**src/rtl/cpu_pkg.sv**
```systemverilog
// cpu_pkg: opcodes, branch condition codes and flag bit indices shared by ALU, decoder and EX stage
package cpu_pkg;
    localparam logic [2:0] OP_ADD = 3'b000;
    localparam logic [2:0] OP_PADDSB = 3'b001;
    localparam logic [2:0] OP_SUB = 3'b010;
    localparam logic [2:0] OP_AND = 3'b011;
    localparam logic [2:0] OP_NOR = 3'b100;
    localparam logic [2:0] OP_SLL = 3'b101;
    localparam logic [2:0] OP_SRL = 3'b110;
    localparam logic [2:0] OP_SRA = 3'b111;
    localparam logic [2:0] CC_NE = 3'b000;
    localparam logic [2:0] CC_EQ = 3'b001;
    localparam logic [2:0] CC_GT = 3'b010;
    localparam logic [2:0] CC_LT = 3'b011;
    localparam logic [2:0] CC_GE = 3'b100;
    localparam logic [2:0] CC_LE = 3'b101;
    localparam logic [2:0] CC_OV = 3'b110;
    localparam logic [2:0] CC_ALW = 3'b111;
    localparam int FLAG_NEG = 2;
    localparam int FLAG_OV = 1;
    localparam int FLAG_ZR = 0;
endpackage

```
**src/rtl/exec_flags_branch_cond.sv**
```systemverilog
// branch_cond: maps a condition code and {neg, ov, zr} flags to a taken decision
module branch_cond
    import cpu_pkg::*;
(
    input  logic [2:0] cond,
    input  logic [2:0] flags,
    output logic       taken
);
    logic neg, ov, zr;
    logic [7:0] table_by_cc;
    assign neg = flags[FLAG_NEG];
    assign ov = flags[FLAG_OV];
    assign zr = flags[FLAG_ZR];
    // bit i holds the outcome of condition code i
    assign table_by_cc = {1'b1, ov, neg | zr, ~neg, neg, ~zr & ~neg, zr, ~zr};
    assign taken = table_by_cc[cond];
endmodule

```
**src/rtl/exec_flags.sv**
```systemverilog
// exec_flags: EX/MEM result register, masked flag commit and branch resolution on forwarded flags
module exec_flags
    import cpu_pkg::*;
(
    input  logic        clk,
    input  logic        rst_n,
    input  logic        alu_valid,
    input  logic [2:0]  alu_op,
    input  logic [15:0] alu_result,
    input  logic [2:0]  alu_flags,
    input  logic        br_valid,
    input  logic [2:0]  br_cond,
    input  logic        stall,
    input  logic        flush,
    output logic        ex_valid,
    output logic [15:0] ex_result,
    output logic [2:0]  flags_q,
    output logic        br_resolved,
    output logic        br_taken
);
    logic       fire;
    logic       taken;
    logic [2:0] op_mask;
    logic [2:0] mask;
    logic [2:0] flags_next;
    assign fire = alu_valid & ~stall & ~flush;
    assign op_mask = (alu_op == OP_ADD || alu_op == OP_SUB) ? 3'b111 :
                     (alu_op == OP_PADDSB) ? 3'b000 : 3'b001;
    assign mask = fire ? op_mask : 3'b000;
    // same-cycle ALU op is older than the branch, so branches see the forwarded flags
    assign flags_next = (flags_q & ~mask) | (alu_flags & mask);
    branch_cond u_branch_cond (
        .cond  (br_cond),
        .flags (flags_next),
        .taken (taken)
    );
    always_ff @(posedge clk or negedge rst_n) begin
        if (!rst_n) begin
            ex_valid <= 1'b0;
            ex_result <= 16'h0000;
            flags_q <= 3'b000;
            br_resolved <= 1'b0;
            br_taken <= 1'b0;
        end else if (flush) begin
            ex_valid <= 1'b0;
            br_resolved <= 1'b0;
            br_taken <= 1'b0;
        end else if (!stall) begin
            ex_valid <= alu_valid;
            if (alu_valid)
                ex_result <= alu_result;
            flags_q <= flags_next;
            br_resolved <= br_valid;
            br_taken <= br_valid & taken;
        end
    end
endmodule
```
**config.mk**
```make
export PLATFORM = sky130hd
export DESIGN_NAME = exec_flags
export DESIGN_NICKNAME = d
export VERILOG_FILES = /design/src/rtl/cpu_pkg.sv /design/src/rtl/exec_flags_branch_cond.sv /design/src/rtl/exec_flags.sv
export SDC_FILE = /design/constraint.sdc
export NUM_CORES = 1
export LEC_CHECK = 0
export ABC_AREA = 1
export CAP_MARGIN = 25
export CORE_ASPECT_RATIO = 1.1
export CORE_MARGIN = 2
export CORE_UTILIZATION = 41
export DETAILED_ROUTE_END_ITERATION = 16
export PLACE_DENSITY_LB_ADDON = 0.1
export RECOVER_POWER = 100
export SYNTH_ARGS = -nofsm -noshare
export SYNTH_HDL_FRONTEND = slang
export SYNTH_SLANG_ARGS = --single-unit
```
**constraint.sdc**
```tcl
create_clock -name clk -period 1.9 [get_ports clk]
set_input_delay 0.19 -clock clk [delete_from_list [all_inputs] [get_ports clk]]
set_output_delay 0.19 -clock clk [all_outputs]
set_load 0.05 [all_outputs]
```
==> results.yml <==
cts:
  cts_sinks: 22
  cts_tree: "done"
  path_clk_slew_ns: 0.11
  cts_post_setup_buffers_inserted: 0
  clock_latency_ns: 0.30
  numCtsBuffers: 3
  clk_path_buf_depth: 2
  hold_buffers: 0
  ctsResizeCount: 0
  cts_root_buf: "clkbuf_4"
  cts_max_level: 1
route:
  maxUsedRoutingLayer: "met4"
  route.met3.wl_um: 150
  firstDrtPassIters: 4
  wl_per_cell_um: 11.1
  drt_wl_total_mm: 2.32
  via_per_inst: 4.54
  vias: 948
  final_antenna_net_count: 0
  drcViolationCount: 0
  first_iter_violations: 10
  wl_met2_mm: 1.13
  wl_met1_mm: 1.02
global_routing:
  grt_pass1_wl_mm: 3.84
  grt_max_degree: 23
  antenna_found_initial: 0
  track_usage: 0.176
  grt_pass1_vias: 940
  grt.overflow.total: 0
sta:
  fin_crit_ns: 1.76
  slew_viol_final: 0
  relSlewSlack: 0.215
  worst_pin_slew_ns: 1.18
  maxClockFrequency_mhz: 568
  setup_viol: 0
  setup_tns_ns: 0
  timing.final.crit_share: 0.927
  hold_viol: 0
  rsz0062_at_grt: "false"
  holdWs_ns: 0.413
  setup_ws_ns: 0.139
  skew_ns: 0.000377
logic_synthesis:
  synthCells: 123
  ys_ff_latch: 22
  syn_avg_cell_area_um2: 8.20
  netlist_area_um2: 1010
  ys_seq_area_frac: 0.546
  synth_nets: 154
  yosysWarnings: 0
  yosysUniqueCellTypes: 16
placement:
  routabilityCongestion: 0.785
  place_ws_ns: 0.167
  dp_hpwl_mm: 1.82
  port_buffers: 52
power_and_ir_drop:
  power_density_nw_per_um2: 882
  vdd_ir_drop_max_mv: 0.636
  power.leakage_uw: 0.000819
critical_path:
  path_buf_inv: 1
  critical_path.top_delay_family: "buffers and inverters"
  crit_required_ns: 1.71
  r2r_start: "flags_q[2]"
  slowest_stage: "dlygate4sd3_1"
  r2r-end: "br_taken"
  path_cells: "dlygate4sd3_1"
  path_max_fanout: 3
  cp.arrival_ns: 1.57
  cpPeakStageDelay_ns: 0.88
  start_kind: "flip-flop"
  reg2reg_depth: 6
  path_class: "flip-flop to output port"
  ff2ff_setup_slack_ns: 0.88
  worst_setup_path_end_kind: "output port"
die:
  core_area_um2: 2300
  num_io_pins: 53
  die_h_um: 56.0
  die_w_um: 51.3
  start_util: 0.439
  die_area_um2: 2870
  row_count: 18
min_path:
  hold_path.class: "input pin to flip-flop"
  min_path_cells: 3
  min_to: "ex_result[7]"
  min_from: "alu_result[7]"
layout:
  fillers: 213
  syn_to_final_growth_pct: 56.2
  num-nets-final: 211
  finalCoreUtilization: 0.686
  antenna_cells: 0
  drive_above_1_share: 0.0670
job:
  max-cap-violations: 0
outcome:
  status: "complete, no violations"
[final cells by class]
cell class              instances  area [um2]  share of cell area
repair buffers                 54         532               0.338
clock buffers                   4        36.3              0.0230
flip-flops and latches         22         551               0.349
multi-input cells              87         374               0.237
inverters                      12        45.0              0.0286
well taps                      30        37.5              0.0238
[metal layers]
layer	track usage	vias to the layer above
met1	0.204	430
met3	0.0457	2
li1	-	488
met2	0.306	28
met5	0	-
met4	0.0677	0
[kinds of logic after synthesis]
| kind of cell | synth area share |
|---|---|
| flops | 0.546 |
| simple gates | 0.375 |
| compound gates | 0.0248 |
| buf+inv | 0.0546 |
[metrics by stage]
step / cells / area, um2 / total power (uW)
2_1_floorplan: 123 / 1010 / 942
3_3_place_gp: 205 / 1570 / 1180
3_5_place_dp: 205 / 1570 / 1190
4_1_cts: 209 / 1610 / 1450
5_1_grt: 209 / 1580 / 1470
6_report: 209 / 1580 / 1390
[power breakdown]
part           switching (uW)  internal (uW)  leakage [uW]
clock network             133            117     0.0000210
registers                33.9            537      0.000274
logic                     378            190      0.000524
total                     545            844      0.000819
[Yosys cell counts]
library cell,instances,share of area
nand3_2,2,0.020
o211ai_1,1,0.0074
nand3_1,4,0.020
nor2_1,2,0.0074
nand2_1,64,0.24
buf_2,2,0.0099
nand3b_1,2,0.015
dfrtp_1,22,0.55
inv_2,2,0.0074
o21a_1,1,0.0074
nand4_1,2,0.012
nor2_4,1,0.011
nand2_2,5,0.031
a21oi_1,2,0.0099
nor2_8,1,0.020
inv_1,10,0.037
[cell usage in the layout, fill, tap and decap left out]
| cell | count |
|---|---|
| nand2_1 | 65 |
| clkdlybuf4s50_1 | 27 |
| dlygate4sd3_1 | 25 |
| dfrtp_1 | 22 |
| inv_1 | 11 |
| nand3_1 | 5 |
| nand2_2 | 4 |
| nor2_1 | 3 |
| clkbuf_4 | 3 |
| nand4_1 | 2 |
| a21oi_1 | 2 |
| nand3b_1 | 2 |
| inv_2 | 1 |
| nor2_2 | 1 |
| o211ai_1 | 1 |
| nand3_2 | 1 |
| o21a_1 | 1 |
| clkbuf_8 | 1 |
| buf_4 | 1 |
| clkbuf_1 | 1 |
[worst max-delay path by stage]
stage | startpoint | end | slack, ns | cells after the start
final | flags_q[2] | flags_q[2] | 0.14 | 1
after floorplan | flags_q[2] | br_taken | 0.66 | 9
after global placement | alu_valid | ex_result[3] | 0.25 | 7
after global routing | flags_q[2] | flags_q[2] | 0.07 | 1
after detailed placement | flush | br_taken | 0.17 | 9
after CTS | flags_q[2] | flags_q[2] | 0.18 | 1
[state kept, by name, summed over array words and instances, names as in the netlist]
register,flops
br_resolved,1
flags_q,3
br_taken,1
ex_valid,1
ex_result,16
No activity file was read; power rests on OpenSTA's default activity.
